`config.mk`:
```
export PLATFORM = sky130hd
export DESIGN_NAME = ac_zone_controller
export DESIGN_NICKNAME = d
export VERILOG_FILES = /design/src/rtl/ac_zone_controller.sv
export SDC_FILE = /design/constraint.sdc
export NUM_CORES = 1
export LEC_CHECK = 0
export ABC_AREA = 1
export CAP_MARGIN = 20
export CORE_MARGIN = 1
export CORE_UTILIZATION = 37
export DETAILED_ROUTE_END_ITERATION = 8
export GPL_TIMING_DRIVEN = 1
export PLACE_DENSITY_LB_ADDON = 0.25
export SLEW_MARGIN = 20
export SYNTH_ARGS = -nofsm -noshare
export SYNTH_HDL_FRONTEND = slang
export SYNTH_SLANG_ARGS = --single-unit
```
`constraint.sdc`:
```
create_clock -name clk_2 -period 2.4 [get_ports clk_2]
set_input_delay 0.48 -clock clk_2 [delete_from_list [all_inputs] [get_ports clk_2]]
set_output_delay 0.48 -clock clk_2 [all_outputs]
set_load 0.03 [all_outputs]
```
`src/rtl/ac_zone_controller.sv`:
```
// ----------------------------------------------------------------------------
// ac_zone_controller
//
// Multi-zone air-conditioner controller. Each zone holds a setpoint that the
// up/down buttons adjust, and an "actual" temperature that steps one unit per
// track tick toward that setpoint. Operation is held off by a post-reset
// warm-up. A sticky condensate (drip) alarm is raised after sustained cooling.
// Everything runs in the clk_2 domain. The tick input acts as a clock enable.
//
// Ports
//   clk_2     in   sole clock, rising edge
//   reset     in   asynchronous, active-high; clears all state
//   tick      in   one-cycle enable; state advances only when high
//   up        in   level; raise the selected zone's setpoint
//   down      in   level; lower the selected zone's setpoint
//   zone_sel  in   zone addressed by up/down
//   drip_clr  in   level; clears drip alarm and counter, independent of tick
//   setpoint  out  packed setpoints, zone z at [z*TEMP_BITS +: TEMP_BITS]
//   actual    out  packed actual temperatures, same packing
//   heating   out  bit z: actual_z < setpoint_z
//   cooling   out  bit z: actual_z > setpoint_z
//   ready     out  0 during warm-up, 1 afterwards
//   drip      out  sticky condensate alarm
// ----------------------------------------------------------------------------
module ac_zone_controller #(
  parameter int TEMP_BITS    = 3,
  parameter int NZONES       = 2,
  parameter int WARMUP_TICKS = 10,
  parameter int DRIP_TICKS   = 6,
  localparam int ZSEL_BITS   = (NZONES > 1) ? $clog2(NZONES) : 1
) (
  input  logic                        clk_2,
  input  logic                        reset,
  input  logic                        tick,
  input  logic                        up,
  input  logic                        down,
  input  logic [ZSEL_BITS-1:0]        zone_sel,
  input  logic                        drip_clr,
  output logic [NZONES*TEMP_BITS-1:0] setpoint,
  output logic [NZONES*TEMP_BITS-1:0] actual,
  output logic [NZONES-1:0]           heating,
  output logic [NZONES-1:0]           cooling,
  output logic                        ready,
  output logic                        drip
);

  localparam int WCNT_BITS = (WARMUP_TICKS > 1) ? $clog2(WARMUP_TICKS) : 1;
  localparam int DCNT_BITS = $clog2(DRIP_TICKS + 1);

  localparam logic [WCNT_BITS-1:0] WARM_LAST = WCNT_BITS'(WARMUP_TICKS - 1);
  localparam logic [DCNT_BITS-1:0] DRIP_MAX  = DCNT_BITS'(DRIP_TICKS);
  localparam logic [TEMP_BITS-1:0] TEMP_MAX  = '1;
  localparam logic [TEMP_BITS-1:0] TEMP_ONE  = TEMP_BITS'(1);

  typedef enum logic [1:0] {
    ST_WARMUP = 2'd0,
    ST_ADJUST = 2'd1,
    ST_TRACK  = 2'd2
  } state_t;

  state_t               state_q, state_d;
  logic [WCNT_BITS-1:0] warm_q, warm_d;
  logic [DCNT_BITS-1:0] drip_cnt_q, drip_cnt_d, drip_inc;
  logic                 drip_q, drip_d;
  logic [TEMP_BITS-1:0] sp_q  [NZONES];
  logic [TEMP_BITS-1:0] sp_d  [NZONES];
  logic [TEMP_BITS-1:0] act_q [NZONES];
  logic [TEMP_BITS-1:0] act_d [NZONES];
  logic                 any_cooling;

  // --------------------------------------------------------------------------
  // Outputs and per-zone comparison flags, straight from the registers.
  // --------------------------------------------------------------------------
  always_comb begin
    // NOTE: every always_comb output gets a default first, so no path can
    // leave a variable unassigned and infer a latch.
    setpoint = '0;
    actual   = '0;
    heating  = '0;
    cooling  = '0;
    for (int z = 0; z < NZONES; z++) begin
      setpoint[z*TEMP_BITS +: TEMP_BITS] = sp_q[z];
      actual[z*TEMP_BITS +: TEMP_BITS]   = act_q[z];
      heating[z] = (act_q[z] < sp_q[z]);
      cooling[z] = (act_q[z] > sp_q[z]);
    end
  end

  assign any_cooling = |cooling;
  assign ready       = (state_q != ST_WARMUP);
  assign drip        = drip_q;
  assign drip_inc    = drip_cnt_q + DCNT_BITS'(1);

  // --------------------------------------------------------------------------
  // Next-state and next-datapath logic.
  // --------------------------------------------------------------------------
  always_comb begin
    state_d    = state_q;
    warm_d     = warm_q;
    drip_cnt_d = drip_cnt_q;
    drip_d     = drip_q;
    sp_d       = sp_q;
    act_d      = act_q;

    if (tick) begin
      case (state_q)
        ST_WARMUP: begin
          // Buttons are ignored. The count holds once warm-up completes
          // because it is never read again.
          if (warm_q == WARM_LAST) begin
            state_d = ST_ADJUST;
          end else begin
            warm_d = warm_q + WCNT_BITS'(1);
          end
        end

        ST_ADJUST: begin
          if (!up && !down) begin
            state_d = ST_TRACK;
          end else begin
            // Matching against each zone index means an out-of-range
            // zone_sel selects nothing, rather than indexing past the array.
            for (int z = 0; z < NZONES; z++) begin
              if (zone_sel == ZSEL_BITS'(z)) begin
                if (up && !down && sp_q[z] != TEMP_MAX) begin
                  sp_d[z] = sp_q[z] + TEMP_ONE;
                end else if (down && !up && sp_q[z] != '0) begin
                  sp_d[z] = sp_q[z] - TEMP_ONE;
                end
              end
            end
          end
        end

        ST_TRACK: begin
          state_d = ST_ADJUST;
          for (int z = 0; z < NZONES; z++) begin
            if (act_q[z] < sp_q[z]) begin
              act_d[z] = act_q[z] + TEMP_ONE;
            end else if (act_q[z] > sp_q[z]) begin
              act_d[z] = act_q[z] - TEMP_ONE;
            end
          end
          // Drip uses the cooling flags from before this tick's step.
          if (any_cooling) begin
            if (drip_cnt_q != DRIP_MAX) begin
              drip_cnt_d = drip_inc;
              if (drip_inc == DRIP_MAX) begin
                drip_d = 1'b1;
              end
            end
          end else begin
            drip_cnt_d = '0;
          end
        end

        default: state_d = ST_WARMUP;
      endcase
    end

    // The clear wins over any set or increment on the same edge.
    if (drip_clr) begin
      drip_cnt_d = '0;
      drip_d     = 1'b0;
    end
  end

  // --------------------------------------------------------------------------
  // State register.
  // --------------------------------------------------------------------------
  always_ff @(posedge clk_2 or posedge reset) begin
    // NOTE: sequential state uses non-blocking assignments, so every register
    // samples the values from before the edge, whatever the statement order.
    if (reset) begin
      state_q <= ST_WARMUP;
    end else begin
      state_q <= state_d;
    end
  end

  // --------------------------------------------------------------------------
  // Datapath registers.
  // --------------------------------------------------------------------------
  always_ff @(posedge clk_2 or posedge reset) begin
    if (reset) begin
      warm_q     <= '0;
      drip_cnt_q <= '0;
      drip_q     <= 1'b0;
      // NOTE: the per-zone arrays are a handful of flops rather than a RAM,
      // so each element is reset explicitly. An unreset array would leave
      // setpoint/actual undefined after reset.
      for (int z = 0; z < NZONES; z++) begin
        sp_q[z]  <= '0;
        act_q[z] <= '0;
      end
    end else begin
      warm_q     <= warm_d;
      drip_cnt_q <= drip_cnt_d;
      drip_q     <= drip_d;
      for (int z = 0; z < NZONES; z++) begin
        sp_q[z]  <= sp_d[z];
        act_q[z] <= act_d[z];
      end
    end
  end

endmodule

```
==> run_results.csv <==
group,metric,value,unit
timing,fmax,439.8,MHz
cts,cts_made_buffers,3,
flow_run,cap_violations,0,
die,coreArea,3744,um2
die,die_area,4258,um2
cells_and_area,fin_cells,266,
synthesis,seq_area_frac_synth,37.19,%
pwr,irDropWorstVdd,900.3,uV
critical_path,crit_fanout,4,
pwr,total_power,2.875,mW
min_path,hp-class,"flip-flop to flip-flop",
synthesis,synthCells,179,
pwr,p_leak,0.9894,nW
placement,finalWeightedCongestion,0.7662,
synthesis,yosysUniqueCellTypes,20,
timing,finClkSkew,0.006886,ns
die,rows,22,
timing,setup_viol,0,
synthesis,synth_largest_area_cell,"dfrtp_1",
placement,portBuffers,24,
grt,grt_pass1_vias,1135,
cells_and_area,n_antenna_cell,0,
cells_and_area,final_nets,241,
timing,holdWs,0.4873,ns
critical_path,cp_slowest_cell,"dfrtp_1",
timing,timing.slew.headroom,79.08,%
grt,antenna_found_initial,0,
routing,drc_errors,0,
die,die_h,65.25,um
cells_and_area,final_area,1908,um2
pwr,p_int,1.440,mW
pwr,pwr-share-seq,22.1,%
pwr,swShare,49.90,%
synthesis,synth.top_cell.area_share,37.19,%
timing,final_hold_viol_count,0,
routing,drt_wl_total,2.789,mm
cts,cts-root-buf,"clkbuf_8",
synthesis,synth_fp_nets,201,
grt,grt.total_usage,14.97,%
grt,grt_overflow,0,
critical_path,cp_data_arrival_time,1.79,ns
critical_path,crit_chain,"inv_1 > ha_1 > a21oi_2 > nand2_2 > inv_2 > clkdlybuf4s15_1",
synthesis,syn-cell-area,1480,um2
routing,ant_nets,0,
cts,cts_tree,"built",
grt,grt_pass1_wl,4.885,mm
timing,final-max-slew-violation-count,0,
timing,worst_pin_slew,0.3128,ns
critical_path,slowest_delay,0.39,ns
routing,wl_per_cell,10.48,um
synthesis,synthTopCellsByArea,"dfrtp_1, nand2_1, ha_1",
grt,grt_max_degree,23,
critical_path,end_kind,"output port",
synthesis,synth-seq-cells,22,
timing,min_period,2.274,ns
cts,htreeDepth,1,
die,initial_core_util,39.54,%
pwr,p_comb_share,68.5,%
cts,postCtsSetupRepairBufs,0,
critical_path,r2r.worst_path.cells,10,
placement,dp.cells,262,
routing,viasPerCell,4.500,
placement,dpl.hpwl,2.223,mm
cts,cts.sinks,22,
pwr,pwr-share-clk,9.4,%
timing,grt_setup_unrepaired,"no",
die,die_w,65.25,um
synthesis,ys_warn_count,0,
die,io_pins,25,
timing,fin_crit_sh,94.75,%
outcome,run_status,"finished, final reports clean",
cts,path_clk_slew,0.08,ns
placement,placed_area,1863,um2
min_path,hold_depth,1,
pwr,p_per_area,1507,nW/um2
cts,clk_latency,0.27,ns
cts,clockBufferDepth,2,
pwr,switching_power,1.435,mW
critical_path,worstPathRequired,1.92,ns
routing,vias,1197,
timing,tns,0,ns
critical_path,path_class,"flip-flop to output port",
critical_path,setup.worst_path.start_class,"flip-flop",
synthesis,avgSynthCellArea,8.269,um2
routing,dr.pass1.iters,4,
routing,first_iter_violations,27,
critical_path,regToRegSetupSlack,0.42,ns
cells_and_area,syn2layout_area_growth,28.91,%
cells_and_area,layout-drive-gt1-share,13.76,%
[worst max-delay path: cells and delay by family, from the launching register on]
kind | cells | cell delay (ns)
fa+ha+maj | 1 | 0.34
buf+inv | 3 | 0.52
simple gates | 1 | 0.10
flops | 1 | 0.39
compound gates | 1 | 0.17
[path summary, 6_finish.rpt]
kind,startpoint,end
max reg2reg,setpoint[2],actual[2]
max,setpoint[2],heating[0]
min reg2reg,warm_q[3],warm_q[3]
max in group asynchronous,reset,actual[4]
min,warm_q[3],warm_q[3]
min in group asynchronous,reset,setpoint[1]
[routing by layer]
layer	track usage, %	vias to the layer above	share of wire (%)
met5	0	-	0
met4	6.522	0	1.7
met3	2.083	5	2.5
met2	23.45	20	42
met1	20.48	530	54
li1	-	642	-
[metrics by stage]
stage / utilization [%] / setup WS [ns]
6_report: 50.97 / 0.1260
5_1_grt: 50.97 / 0.02547
4_1_cts: 51.10 / 0.06685
3_5_place_dp: 49.77 / 0.09588
3_3_place_gp: 49.77 / 0.1350
2_1_floorplan: - / 0.2836
[power by group through the flow]
stage / clock (mW) / combinational [mW] / sequential (mW)
after floorplan: 0 / 1.09 / 0.873
after CTS: 0.283 / 2.00 / 0.633
final: 0.270 / 1.97 / 0.636
after global placement: 0 / 2.03 / 0.636
after detailed placement: 0 / 2.05 / 0.639
after global routing: 0.296 / 2.21 / 0.658
[cell type report]
| class | instances | area (um2) |
|---|---|---|
| Multi-Input combinational cell | 123 | 802.0 |
| Timing Repair Buffer | 35 | 312.8 |
| Inverter | 34 | 127.6 |
| Tap cell | 48 | 60.06 |
| Sequential cell | 22 | 550.5 |
| Clock buffer | 4 | 55.05 |
| Fill cell | 370 | 1836 |
[sequential cells by signal (all words and copies together) (netlist names)]
signal	cells
state_q	2
setpoint	6
warm_q	4
drip	1
actual	6
drip_cnt_q	3
[timing repair]
| action | CTS | global route |
|---|---|---|
| hold buffers | 0 | 0 |
| resized for setup | 4 | 6 |
| endpoints found under the setup margin | 4 | 4 |
| endpoints found under the hold margin | 0 | 0 |
[cells in the mapped netlist]
cell	number
nor2_1	9
nor2_2	2
o21ai_1	4
nand3_1	20
ha_1	11
nand3b_1	5
nand4_1	4
a21oi_1	2
xor2_1	8
inv_2	1
a21oi_2	2
nand2_2	5
nand2_1	38
xnor2_1	1
inv_1	33
fa_1	4
a21oi_4	2
nand3_4	1
dfrtp_1	22
o21ai_0	5
[kinds of logic after synthesis]
kind of cell	count (synthesis)	share of synthesized area [%]
flops	22	37.19
buf+inv	34	8.622
compound gates	15	7.101
fa+ha+maj	15	14.71
xor+xnor	9	5.326
simple gates	84	27.05
[layout by cell type (no fill, tap or decap), types with 2 or more instances in the layout]
master,count
nand4_1,4
clkbuf_2,2
a21oi_2,2
clkdlybuf4s50_1,20
nand3_1,20
a21oi_4,2
nand3b_1,5
nor2_1,9
nand2_1,38
buf_4,11
clkbuf_8,4
dfrtp_1,22
o21ai_0,5
ha_1,11
fa_1,4
a21oi_1,2
xor2_1,8
nor2_2,2
nand2_2,5
inv_1,33
clkdlybuf4s15_1,2
o21ai_1,4
Note: power is estimated with default switching activity, not from simulation.
